$ cat src/rtl/seg_scan_decoder.sv
// seg_scan_decoder
//   Receive side of the 7-segment scan bus. Samples the multiplexed digit-enable and
//   segment lines, decodes every stable segment pattern back to a digit code, and
//   publishes one NUM_DIG-digit snapshot per capture window over a valid/ready handshake.
//
// Ports
//   clk          system clock
//   rst          asynchronous reset, active low
//   dig_in       digit enables, one-hot; 0 = display blanked
//   seg_in       segments, bit0=a .. bit6=g, bit7=dp (dp ignored)
//   frame_ready  consumer accepts the snapshot when high together with frame_valid
//   frame_valid  snapshot on digits/digit_seen/frame_err is valid
//   digits       digit i in [4i+3:4i]; 0-9 value, 4'hA blank, 4'hF not captured/illegal
//   digit_seen   bit i set when digit i was captured at least once in the window
//   frame_err    window contained an illegal pattern or a multi-hot dig_in
//   overrun      sticky; a window ended while the previous snapshot was still unaccepted
//
// state  | meaning
// S_IDLE | waiting for the first non-blank digit enable to start window timing
// S_CAPT | window running, captures accumulate in the shadow registers
// S_PUB  | last cycle of a window: shadow goes to the outputs (or is dropped), shadow restarts

module seg_scan_decoder #(
   parameter int NUM_DIG    = 8,
   parameter int STABLE_CYC = 4,
   parameter int WINDOW     = 4096
) (
   input  logic                   clk,
   input  logic                   rst,
   input  logic [NUM_DIG-1:0]     dig_in,
   input  logic [7:0]             seg_in,
   input  logic                   frame_ready,
   output logic                   frame_valid,
   output logic [4*NUM_DIG-1:0]   digits,
   output logic [NUM_DIG-1:0]     digit_seen,
   output logic                   frame_err,
   output logic                   overrun
);

   localparam int SW   = $clog2(STABLE_CYC + 1);
   localparam int WW   = $clog2(WINDOW);
   localparam int SMPW = NUM_DIG + 7;

   localparam logic [SW-1:0] STAB_TC  = SW'(STABLE_CYC);
   localparam logic [WW-1:0] WIN_LAST = WW'(WINDOW - 1);

   typedef enum logic [1:0] {
      S_IDLE = 2'd0,
      S_CAPT = 2'd1,
      S_PUB  = 2'd2
   } state_t;

   // decimal point is not part of the digit code
   logic unused_dp;
   assign unused_dp = seg_in[7];

   logic [NUM_DIG-1:0]   dig_s1_q, dig_s1_d, dig_s2_q, dig_s2_d;
   logic [6:0]           seg_s1_q, seg_s1_d, seg_s2_q, seg_s2_d;
   logic [SMPW-1:0]      smp_prev_q, smp_prev_d;
   logic [SW-1:0]        stab_cnt_q, stab_cnt_d;
   state_t               state_q, state_d;
   logic [WW-1:0]        win_cnt_q, win_cnt_d;
   logic [4*NUM_DIG-1:0] sh_digits_q, sh_digits_d;
   logic [NUM_DIG-1:0]   sh_seen_q, sh_seen_d;
   logic                 sh_err_q, sh_err_d;
   logic                 frame_valid_q, frame_valid_d;
   logic [4*NUM_DIG-1:0] digits_q, digits_d;
   logic [NUM_DIG-1:0]   digit_seen_q, digit_seen_d;
   logic                 frame_err_q, frame_err_d;
   logic                 overrun_q, overrun_d;

   logic [SMPW-1:0]      smp;
   logic                 smp_same;
   logic                 cap_fire;
   logic                 dig_any;
   logic                 dig_multi;
   logic [3:0]           code;

   function automatic logic [3:0] seg_decode(input logic [6:0] s);
      logic [3:0] c;
      case (s)
         7'h3F:          c = 4'h0;
         7'h06:          c = 4'h1;
         7'h5B:          c = 4'h2;
         7'h4F:          c = 4'h3;
         7'h66:          c = 4'h4;
         7'h6D:          c = 4'h5;
         7'h7D:          c = 4'h6;
         7'h27, 7'h07:   c = 4'h7;
         7'h7F:          c = 4'h8;
         7'h67, 7'h6F:   c = 4'h9;
         7'h00:          c = 4'hA;
         default:        c = 4'hF;
      endcase
      return c;
   endfunction

   always_comb begin
      dig_s1_d      = dig_in;
      dig_s2_d      = dig_s1_q;
      seg_s1_d      = seg_in[6:0];
      seg_s2_d      = seg_s1_q;
      smp_prev_d    = smp_prev_q;
      stab_cnt_d    = stab_cnt_q;
      state_d       = state_q;
      win_cnt_d     = win_cnt_q;
      sh_digits_d   = sh_digits_q;
      sh_seen_d     = sh_seen_q;
      sh_err_d      = sh_err_q;
      frame_valid_d = frame_valid_q;
      digits_d      = digits_q;
      digit_seen_d  = digit_seen_q;
      frame_err_d   = frame_err_q;
      overrun_d     = overrun_q;

      smp        = {dig_s2_q, seg_s2_q};
      smp_same   = (smp == smp_prev_q);
      smp_prev_d = smp;
      if (smp_same) begin
         if (stab_cnt_q != STAB_TC) begin
            stab_cnt_d = stab_cnt_q + SW'(1);
         end
      end else begin
         stab_cnt_d = SW'(1);
      end
      // fire only on the transition into the terminal count, so one capture per stable run
      cap_fire  = (stab_cnt_d == STAB_TC) && !(smp_same && (stab_cnt_q == STAB_TC));
      dig_any   = |dig_s2_q;
      dig_multi = |(dig_s2_q & (dig_s2_q - NUM_DIG'(1)));
      code      = seg_decode(seg_s2_q);

      if (frame_valid_q && frame_ready) begin
         frame_valid_d = 1'b0;
      end

      case (state_q)
         S_IDLE: begin
            if (dig_any) begin
               state_d   = S_CAPT;
               win_cnt_d = WW'(1);
            end
         end
         S_CAPT: begin
            if (win_cnt_q == WIN_LAST) begin
               state_d = S_PUB;
            end else begin
               win_cnt_d = win_cnt_q + WW'(1);
            end
         end
         S_PUB: begin
            // the publish cycle is also cycle 0 of the next window
            state_d   = S_CAPT;
            win_cnt_d = WW'(1);
            if (!frame_valid_q || frame_ready) begin
               frame_valid_d = 1'b1;
               digits_d      = sh_digits_q;
               digit_seen_d  = sh_seen_q;
               frame_err_d   = sh_err_q;
            end else begin
               overrun_d = 1'b1;
            end
            sh_digits_d = '1;
            sh_seen_d   = '0;
            sh_err_d    = 1'b0;
         end
         default: begin
            state_d = S_IDLE;
         end
      endcase

      // after the publish clear so a capture in the S_PUB cycle lands in the fresh shadow
      if (cap_fire) begin
         if (dig_multi) begin
            sh_err_d = 1'b1;
         end else if (dig_any) begin
            for (int i = 0; i < NUM_DIG; i++) begin
               if (dig_s2_q[i]) begin
                  sh_digits_d[4*i +: 4] = code;
                  sh_seen_d[i]          = 1'b1;
               end
            end
            if (code == 4'hF) begin
               sh_err_d = 1'b1;
            end
         end
      end
   end

   always_ff @(posedge clk or negedge rst) begin
      if (!rst) begin
         dig_s1_q      <= '0;
         dig_s2_q      <= '0;
         seg_s1_q      <= '0;
         seg_s2_q      <= '0;
         smp_prev_q    <= '0;
         stab_cnt_q    <= '0;
         state_q       <= S_IDLE;
         win_cnt_q     <= '0;
         sh_digits_q   <= '1;
         sh_seen_q     <= '0;
         sh_err_q      <= 1'b0;
         frame_valid_q <= 1'b0;
         digits_q      <= '1;
         digit_seen_q  <= '0;
         frame_err_q   <= 1'b0;
         overrun_q     <= 1'b0;
      end else begin
         dig_s1_q      <= dig_s1_d;
         dig_s2_q      <= dig_s2_d;
         seg_s1_q      <= seg_s1_d;
         seg_s2_q      <= seg_s2_d;
         smp_prev_q    <= smp_prev_d;
         stab_cnt_q    <= stab_cnt_d;
         state_q       <= state_d;
         win_cnt_q     <= win_cnt_d;
         sh_digits_q   <= sh_digits_d;
         sh_seen_q     <= sh_seen_d;
         sh_err_q      <= sh_err_d;
         frame_valid_q <= frame_valid_d;
         digits_q      <= digits_d;
         digit_seen_q  <= digit_seen_d;
         frame_err_q   <= frame_err_d;
         overrun_q     <= overrun_d;
      end
   end

   assign frame_valid = frame_valid_q;
   assign digits      = digits_q;
   assign digit_seen  = digit_seen_q;
   assign frame_err   = frame_err_q;
   assign overrun     = overrun_q;

endmodule

$ cat config.mk
export PLATFORM = sky130hd
export DESIGN_NAME = seg_scan_decoder
export DESIGN_NICKNAME = d
export VERILOG_FILES = /design/src/rtl/seg_scan_decoder.sv
export SDC_FILE = /design/constraint.sdc
export NUM_CORES = 1
export LEC_CHECK = 0
export BUFFER_PORTS_ARGS = -buffer_cell sky130_fd_sc_hd__buf_4
export CORE_MARGIN = 2
export CORE_UTILIZATION = 45
export CTS_CLUSTER_DIAMETER = 30
export DETAILED_ROUTE_END_ITERATION = 8
export PLACE_DENSITY = 0.75
export REMOVE_ABC_BUFFERS = 1
export SYNTH_ARGS = -nofsm -noshare
export SYNTH_HDL_FRONTEND = slang
export SYNTH_SLANG_ARGS = --single-unit
export TNS_END_PERCENT = 5
$ cat constraint.sdc
create_clock -name clk -period 1.95 [get_ports clk]
set_input_delay 0.195 -clock clk [delete_from_list [all_inputs] [get_ports clk]]
set_output_delay 0.195 -clock clk [all_outputs]
set_load 0.02 [all_outputs]
==> results of run 1 <==
## flip-flops by register name, indices dropped and copies added, names as in the netlist, 8 cells and up
name and cells:
digits 32, sh_digits_q 32, smp_prev_q 15, win_cnt_q 12, dig_s1_q 8, dig_s2_q 8, digit_seen 8, sh_seen_q 8
## what timing repair did
item	4_1_cts	5_1_grt
buffers inserted	1	5
resized for setup	8	16
hold buffers	16	0
setup endpoints to repair	34	36
endpoints found under the hold margin	29	0
pin swaps	2	16
## critical path: cells and delay by family, from the launching register on
kind	cells	cell delay (ns)
flip-flops	1	0.46
AO/OA/AOI/OAI	2	0.25
AND/OR/NAND/NOR	1	0.62
multiplexers	1	0.17
buffers and inverters	2	0.36
## metrics by stage
stage	setup WS, ns	hold slack [ns]	area, µm²	utilization	total power, µW
after detailed placement	-0.0953	0.150	6810	0.521	3650
after CTS	0.0106	0.118	7600	0.581	6960
after global routing	-0.0844	0.147	7710	0.590	7180
after floorplan	-1.46	-0.101	5860	-	3450
after global placement	-0.0271	0.144	6810	0.521	3630
final	0.0100	0.149	7710	0.590	6880
## final cells by class
cell class | count | area (µm²)
Fill cell | 1026 | 5370
Sequential cell | 146 | 3740
Multi-Input combinational cell | 283 | 2180
Timing Repair Buffer | 116 | 960
Clock buffer | 21 | 460
Tap cell | 176 | 220
Clock inverter | 10 | 134
Inverter | 5 | 18.8
## power by group
part | leakage (µW) | total (µW) | internal, µW | switching, µW
logic | 0.00167 | 388 | 179 | 209
clock network | 0.000289 | 3240 | 2060 | 1180
registers | 0.00167 | 3250 | 3150 | 97.2
## worst paths after layout
kind                                    to  cells past startpoint   startpoint  slack [ns]
setup / recovery           sh_digits_q[24]                      6  seg_s2_q[6]        0.01
hold / removal                 frame_valid                      3  frame_ready        0.15
setup reg to reg           sh_digits_q[24]                      6  seg_s2_q[6]        0.01
hold reg to reg                dig_s2_q[1]                      0  dig_s1_q[1]        0.34
max in group asynchronous  sh_digits_q[18]                      3          rst        1.01
min in group asynchronous    digit_seen[0]                      2          rst        0.28
## cells by family (layout without fill, tap and decap cells)
| logic type | after synthesis | in the layout | synth area share |
|---|---|---|---|
| AO/OA/AOI/OAI | 35 | 35 | 0.0408 |
| flip-flops | 146 | 146 | 0.628 |
| buffers and inverters | 22 | 152 | 0.0189 |
| adder cells (fa/ha/maj) | 3 | 3 | 0.00631 |
| AND/OR/NAND/NOR | 149 | 149 | 0.141 |
| XOR/XNOR | 23 | 23 | 0.0339 |
| multiplexers | 73 | 73 | 0.131 |
## metal layers
metal / vias up / routed length, µm
met5: - / 0
met4: 0 / 173
met3: 12 / 648
met2: 104 / 6070
met1: 1907 / 5070
li1: 1798 / -
## synth_stat cells (2+ instances only)
master	instances
a21oi_1	9
nand4_1	6
and3_1	3
mux2_2	41
or4_1	2
nor2_1	50
dfstp_2	64
nor4_1	6
o211ai_1	2
mux2i_1	32
nand2_1	32
or3_1	4
dfrtp_1	82
inv_1	5
nand3_1	7
o21bai_1	2
ha_1	3
nand3_4	8
nor3_1	7
buf_6	3
and2_1	4
nand2b_1	5
buf_2	3
buf_1	4
clkbuf_1	6
xnor2_1	5
nor2b_1	7
o21ai_0	11
xor2_1	18
==> results.toml, run 1 <==
[grt]
busiest_layer = "met2"
use_met2 = 0.304
grt_start_max_net_pins = 48
grt_pass1_vias = 4101
met3_usage = 0.0618
groute.usage.overall = 0.184
use_met1 = 0.227
antenna_found_initial = 0
grt_pass1_wl_um = 20200
grt-ovfl-total = 0

[power_and_ir_drop]
peakVddDrop_uv = 530
p_leak_uw = 0.00363
power.density_nw_per_um2 = 892

[clocking]
clock-sinks = 146
tritoncts = "done"
insertion_delay_ns = 0.42
cts-root-buf = "clkbuf_16"
cts_max_path_buffers = 2
cts_buffers = 17
cts_max_level = 4
path_clk_slew_ns = 0.06

[final_layout]
final_common_cell = "buf_4"
antenna_cells = 0
fin_nets = 591
fin_cells = 757
final_cell_mix = "buf_4 (94), dfrtp_1 (77), dfstp_2 (64), nor2_1 (50), mux2_2 (41)"
syn2layout_area_growth_pct = 29.7
drive_above_1_share = 0.465

[setup_path]
cp_slowest_cell = "or4b_2"
critical_path.max_fanout = 8
critPathRequiredTime_ns = 2.29
slowest_delay_ns = 0.62
cp-start-kind = "flop"
arrival_ns = 2.28
critical_path_class = "flop to flop"
crit_chain = "buf_4 > or4b_2 > a21oi_2 > a21oi_2 > buf_4 > mux2i_1"
cp-end-kind = "flop"

[yosys]
synth_top_cell_area_share = 0.345
ys_seq_elements = 146
synth_cell_types = 49
yosys_warnings = 0
synthFlopType = "dfrtp_1"
synth_edf_count = 0
syn_avg_cell_area_um2 = 13.2
synth_top_cell_by_area = "dfrtp_1"
synth_area_um2 = 5950
synth_area_leaders = "dfrtp_1 (34%), dfstp_2 (28%), mux2_2 (7.8%)"
ys_seq_area_frac = 0.628
postSynthCellCount = 451
async_flop_share = 1.00

[timing]
rsz0062_at_grt = "yes"
fmax_ghz = 0.515
slew_viol_final = 0
worst_pin_slew_ns = 0.601
setup_viol = 0
hold_viol = 0
setup_tns_ns = 0
finClkSkew_ns = 0.00712
maxSlewHeadroom = 0.599
period_share = 0.995
post-route-min-period_ns = 1.94

[placed_design]
gp_congestion = 0.828
dp_cells = 704
dp_hpwl_um = 7940
port_buffers = 60

[routing]
drt_iter0_markers = 205
vias = 3821
vias_per_cell = 5.05
first_pass_iters = 4
final_antenna_net_count = 0
routed_wl_um = 12000
wl_per_cell_um = 15.8
drc_errors = 0

[floorplanning]
pin_count = 62
dieArea_um2 = 14200
die_w_um = 119
num_rows = 42
core-area_um2 = 13100
die_h_um = 119
start_util = 0.455

[min_path]
hp-class = "input pin to flop"

[run_status]
status = "finished clean"

[run]
cap_violations = 0
(Power assumes the default switching activity.)
==> run 2: changes to the inputs <==
Settings changed: CAP_MARGIN from default to 25.
Clock period 1.95 ns to 1.9 ns, I/O delays scaled along.
==> run 2 against run 1 <==
- highest routed layer unchanged
- largest power group unchanged
- non-clock buffer count grew 2
- the flow now finishes with violations (negative setup slack)
- final cell count increased by 0.40%
- cell area rose by 0.81%
- via count increased by 0.50%
- wire length shrank 0.16%
- critical path type unchanged
- first-iteration DRC count shrank 13%
- die area unchanged
- fmax fell by 2.9%
==> results.toml, run 2 (synthesized netlist as in run 1, its figures left out) <==
[floorplanning]
start_util = 0.455
core-area_um2 = 13100
die_h_um = 119
die_w_um = 119
pin_count = 62
num_rows = 42
dieArea_um2 = 14200

[grt]
grt-ovfl-total = 0
use_met2 = 0.298
antenna_found_initial = 0
met3_usage = 0.0551
grt_start_max_net_pins = 57
groute.usage.overall = 0.181
busiest_layer = "met2"
grt_pass1_vias = 3984
use_met1 = 0.223
grt_pass1_wl_um = 19800

[setup_path]
arrival_ns = 2.35
critical_path.max_fanout = 5
cp-start-kind = "flop"
critical_path_class = "flop to flop"
cp-end-kind = "flop"
slowest_delay_ns = 0.38
cp_slowest_cell = "dfrtp_1"
critPathRequiredTime_ns = 2.25
crit_chain = "xor2_1 > nor4_2 > nand4_1 > nor3_4 > clkbuf_16 > nand3_4 > mux2i_1"

[power_and_ir_drop]
power.density_nw_per_um2 = 911
p_leak_uw = 0.00365
peakVddDrop_uv = 542

[run_status]
status = "complete, but fails checks"
violations = "negative setup slack"

[final_layout]
post-route-util = 0.594
final_common_cell = "buf_4"
seqCellArea_um2 = 3740
antenna_cells = 0
drive_above_1_share = 0.474
multiInputGateArea_um2 = 2200
final_cell_mix = "buf_4 (95), dfrtp_1 (75), dfstp_2 (64), nor2_1 (50), mux2_2 (41)"
fillers = 980
syn2layout_area_growth_pct = 30.7
fin_nets = 593

[timing]
slew_viol_final = 0
hold_viol = 0
maxSlewHeadroom = 0.633
rsz0062_at_grt = "yes"
finClkSkew_ns = 0.00958
fmax_ghz = 0.501
period_share = 1.05
worst_pin_slew_ns = 0.550
setup_viol = 35
setup_ws_ns = -0.0980
setup_tns_ns = -2.00
post-route-min-period_ns = 2.00

[placed_design]
dp_slack_ns = -0.216
port_buffers = 60
dp_hpwl_um = 7870
gp_congestion = 0.859

[clocking]
insertion_delay_ns = 0.43
cts_max_level = 4
tritoncts = "done"
path_clk_slew_ns = 0.06
cts-root-buf = "clkbuf_16"
cts_buffers = 17
clock-sinks = 146
cts_max_path_buffers = 2

[routing]
routed_wl_um = 11900
final_antenna_net_count = 0
vias_per_cell = 5.05
wl_per_cell_um = 15.7
drc_errors = 0
drt_iter0_markers = 178
vias = 3840
first_pass_iters = 4

[run]
cap_violations = 0

[min_path]
hp-class = "input pin to flop"
run 2: cell types whose count changed in the layout (fill, tap and decap cells not counted), sizes merged:
cell    previous run  this run
inv                5        12
bufinv             3         2
buf              100       101
clkinv             5         4
clkbuf            21        18
run 2: area by class of cell:
type | instances | area share
Multi-Input combinational cell | 283 | 0.284
Clock buffer | 17 | 0.0547
Inverter | 5 | 0.00241
Timing Repair Buffer | 118 | 0.128
Clock inverter | 15 | 0.0222
Tap cell | 176 | 0.0283
Sequential cell | 146 | 0.481
run 2: stage by stage:
step           total power, µW  hold slack [ns]  instances  instance area [µm²]
2_1_floorplan             3540           -0.106        434                 5860
3_3_place_gp              3730            0.124        705                 6830
3_5_place_dp              3760            0.135        705                 6830
4_1_cts                   7140           0.0836        754                 7630
5_1_grt                   7370            0.127        760                 7780
6_report                  7090            0.105        760                 7780
run 2: what timing repair did:
item	in CTS	in global routing
gates cloned	0	1
endpoints found under the hold margin	55	0
resized for setup	6	22
setup buffers	1	5
hold buffers	16	0
setup endpoints to repair	41	44
pin swaps	6	15
run 2: power breakdown:
group,switching (µW),leakage (µW),total [µW],internal [µW]
Sequential,105,0.00167,3340,3230
Clock,1350,0.000289,3330,1970
Combinational,231,0.00169,423,192
run 2: worst max-delay path, delay by kind of cell, from the launching register on:
family        cells  cell delay [ns]
xor+xnor          1             0.17
buf+inv           1             0.21
flops             1             0.38
mux               1             0.20
simple gates      4             0.97
run 2: layer usage:
| metal | vias to the layer above | part of all wire | routed length, µm |
|---|---|---|---|
| li1 | 1802 | - | - |
| met1 | 1917 | 0.43 | 5120 |
| met2 | 99 | 0.50 | 6020 |
| met3 | 22 | 0.047 | 562 |
| met4 | 0 | 0.020 | 235 |
| met5 | - | 0 | 0 |
run 2: path summary, 6_finish.rpt:
check                                     from        endpoint  slack (ns)  cells past startpoint
worst max-delay path            smp_prev_q[11]  sh_digits_q[6]        -0.1                      7
worst min-delay path               frame_ready     frame_valid        0.10                      3
worst max register to register  smp_prev_q[11]  sh_digits_q[6]        -0.1                      7
worst min register to register     seg_s1_q[6]     seg_s2_q[6]        0.35                      0
max in group asynchronous                  rst       digits[9]        1.00                      3
min in group asynchronous                  rst   win_cnt_q[10]        0.25                      2
==> run 3: changes to the inputs <==
Settings changed: SETUP_SLACK_MARGIN from default to 0.5.
Clock period 1.9 ns to 2.4 ns, I/O delays scaled along.
==> run 3 against run 2 <==
- the run now ends clean
- global-route usage down 0.88 points
- first-iteration DRC count grew 16%
- register-to-register slack improved by 0.45 ns
- worst setup slack better by 0.45 ns
- combinational power fell by 30%
- critical endpoint is now sh_digits_q[28]
- largest power group unchanged
==> results.toml, run 3 (synthesized netlist as in run 1, its figures left out) <==
[floorplanning]
num_rows = 42
die_w_um = 119
pin_count = 62
dieArea_um2 = 14200
die_h_um = 119
start_util = 0.455
core-area_um2 = 13100

[routing]
drt_iter0_markers = 206
vias_per_cell = 5.06
first_pass_iters = 4
routed_wl_um = 11800
drc_errors = 0
final_antenna_net_count = 0
wl_per_cell_um = 15.8
vias = 3769

[power_and_ir_drop]
p_leak_uw = 0.00358
peakVddDrop_uv = 515
combPwrFrac = 0.053
power.density_nw_per_um2 = 734
p_seq_frac = 0.474
clock_power_share = 0.474
sw_frac_of_total = 0.216
internal-power_uw = 4390
p_switching_uw = 1210

[timing]
setup_viol = 0
maxSlewHeadroom = 0.569
post-route-min-period_ns = 2.05
fmax_ghz = 0.488
setup_ws_ns = 0.352
finClkSkew_ns = 0.00877
hold_viol = 0
rsz0062_at_grt = "yes"
slew_viol_final = 0
period_share = 0.853
worst_pin_slew_ns = 0.644

[clocking]
path_clk_slew_ns = 0.05
cts_max_path_buffers = 2
cts-root-buf = "clkbuf_16"
clock-sinks = 146
cts_buffers = 17
cts_max_level = 4
insertion_delay_ns = 0.42
tritoncts = "done"

[setup_path]
critical_path_class = "flop to flop"
arrival_ns = 2.39
critPathRequiredTime_ns = 2.74
cp-end-kind = "flop"
cp-start-kind = "flop"
critical_path.max_fanout = 8

[run_status]
status = "finished clean"

[final_layout]
fin_nets = 578
final_common_cell = "buf_4"
drive_above_1_share = 0.450
final_cell_mix = "buf_4 (81), dfrtp_1 (73), dfstp_2 (64), nor2_1 (50), mux2_2 (41)"
antenna_cells = 0
syn2layout_area_growth_pct = 28.2
stdcell_area_um2 = 7630

[run]
cap_violations = 0

[placed_design]
dp_slack_ns = 0.288
gp_congestion = 0.795
dp_hpwl_um = 7500
port_buffers = 60
placed_area_um2 = 6640

[grt]
grt_start_max_net_pins = 52
grt-ovfl-total = 0
grt_pass1_vias = 3789
antenna_found_initial = 0
grt_pass1_wl_um = 19000
groute.usage.overall = 0.172

[min_path]
hp-class = "input pin to flop"
[run 3: cell types whose count changed in the layout (fill, tap and decap cells not counted), moves of 2 or more]
cell      delta
clkbuf_8     +6
clkinv_4     -3
buf_6        -2
dfrtp_2      +2
dfrtp_1      -2
inv_8        -2
buf_4       -14
inv_4        +3
nor3_2       -2
inv_6        -5
nor3_1       +2
[run 3: power by group through the flow]
| stage | Combinational (µW) | Clock (µW) | Sequential, µW |
|---|---|---|---|
| floorplan | 136 | 0 | 2670 |
| global placement | 235 | 0 | 2690 |
| detailed placement | 248 | 0 | 2690 |
| CTS | 280 | 2700 | 2650 |
| global route | 335 | 2810 | 2670 |
| finish | 294 | 2650 | 2650 |
[run 3: routing by layer]
metal,part of all wire,GRT usage,vias to the layer above
li1,-,-,1766
met2,0.50,0.278,83
met3,0.041,0.0465,17
met4,0.012,0.0603,0
met1,0.45,0.225,1903
met5,0,0,-
[run 3: path summary, 6_finish.rpt]
kind | to | slack (ns) | depth (start not counted) | startpoint
worst max-delay path | sh_digits_q[28] | 0.35 | 7 | seg_s2_q[4]
worst min register to register | seg_s2_q[1] | 0.35 | 0 | seg_s1_q[1]
min in group asynchronous | smp_prev_q[8] | 0.35 | 2 | rst
worst max register to register | sh_digits_q[28] | 0.35 | 7 | seg_s2_q[4]
worst min-delay path | frame_valid | 0.18 | 3 | frame_ready
max in group asynchronous | sh_digits_q[30] | 1.30 | 3 | rst
[run 3: critical path: stages (launching register included)]
cell and delay, ns:
dfrtp_2 0.46, xor2_1 0.17, nor4_2 0.32, nand4_1 0.21, nor3_4 0.27, clkbuf_16 0.21, nand3_4 0.13, mux2i_1 0.20
[run 3: stage by stage]
stage               setup TNS, ns  instances  power (µW)  hold WS [ns]   util
floorplan                  -40.88        434        2800       -0.0556      -
global placement                0        681        2920         0.213  0.507
detailed placement              0        681        2940         0.216  0.507
CTS                             0        732        5630         0.164  0.572
global route                    0        745        5820         0.194  0.583
finish                          0        745        5600         0.178  0.583
[run 3: final cells by class]
type / instances / area, µm²
fillers: 999 / 5460
flip-flops and latches: 146 / 3740
multi-input cells: 283 / 2150
repair buffers: 103 / 885
clock buffers: 24 / 512
well taps: 176 / 220
clock inverters: 8 / 96.3
inverters: 5 / 18.8
[run 3: repair_timing]
item,CTS,global route
cloned,0,1
pin swaps,3,8
setup endpoints to repair,42,43
hold endpoints to repair,54,0
setup buffers,3,12
hold buffers,16,0
resized for setup,10,8
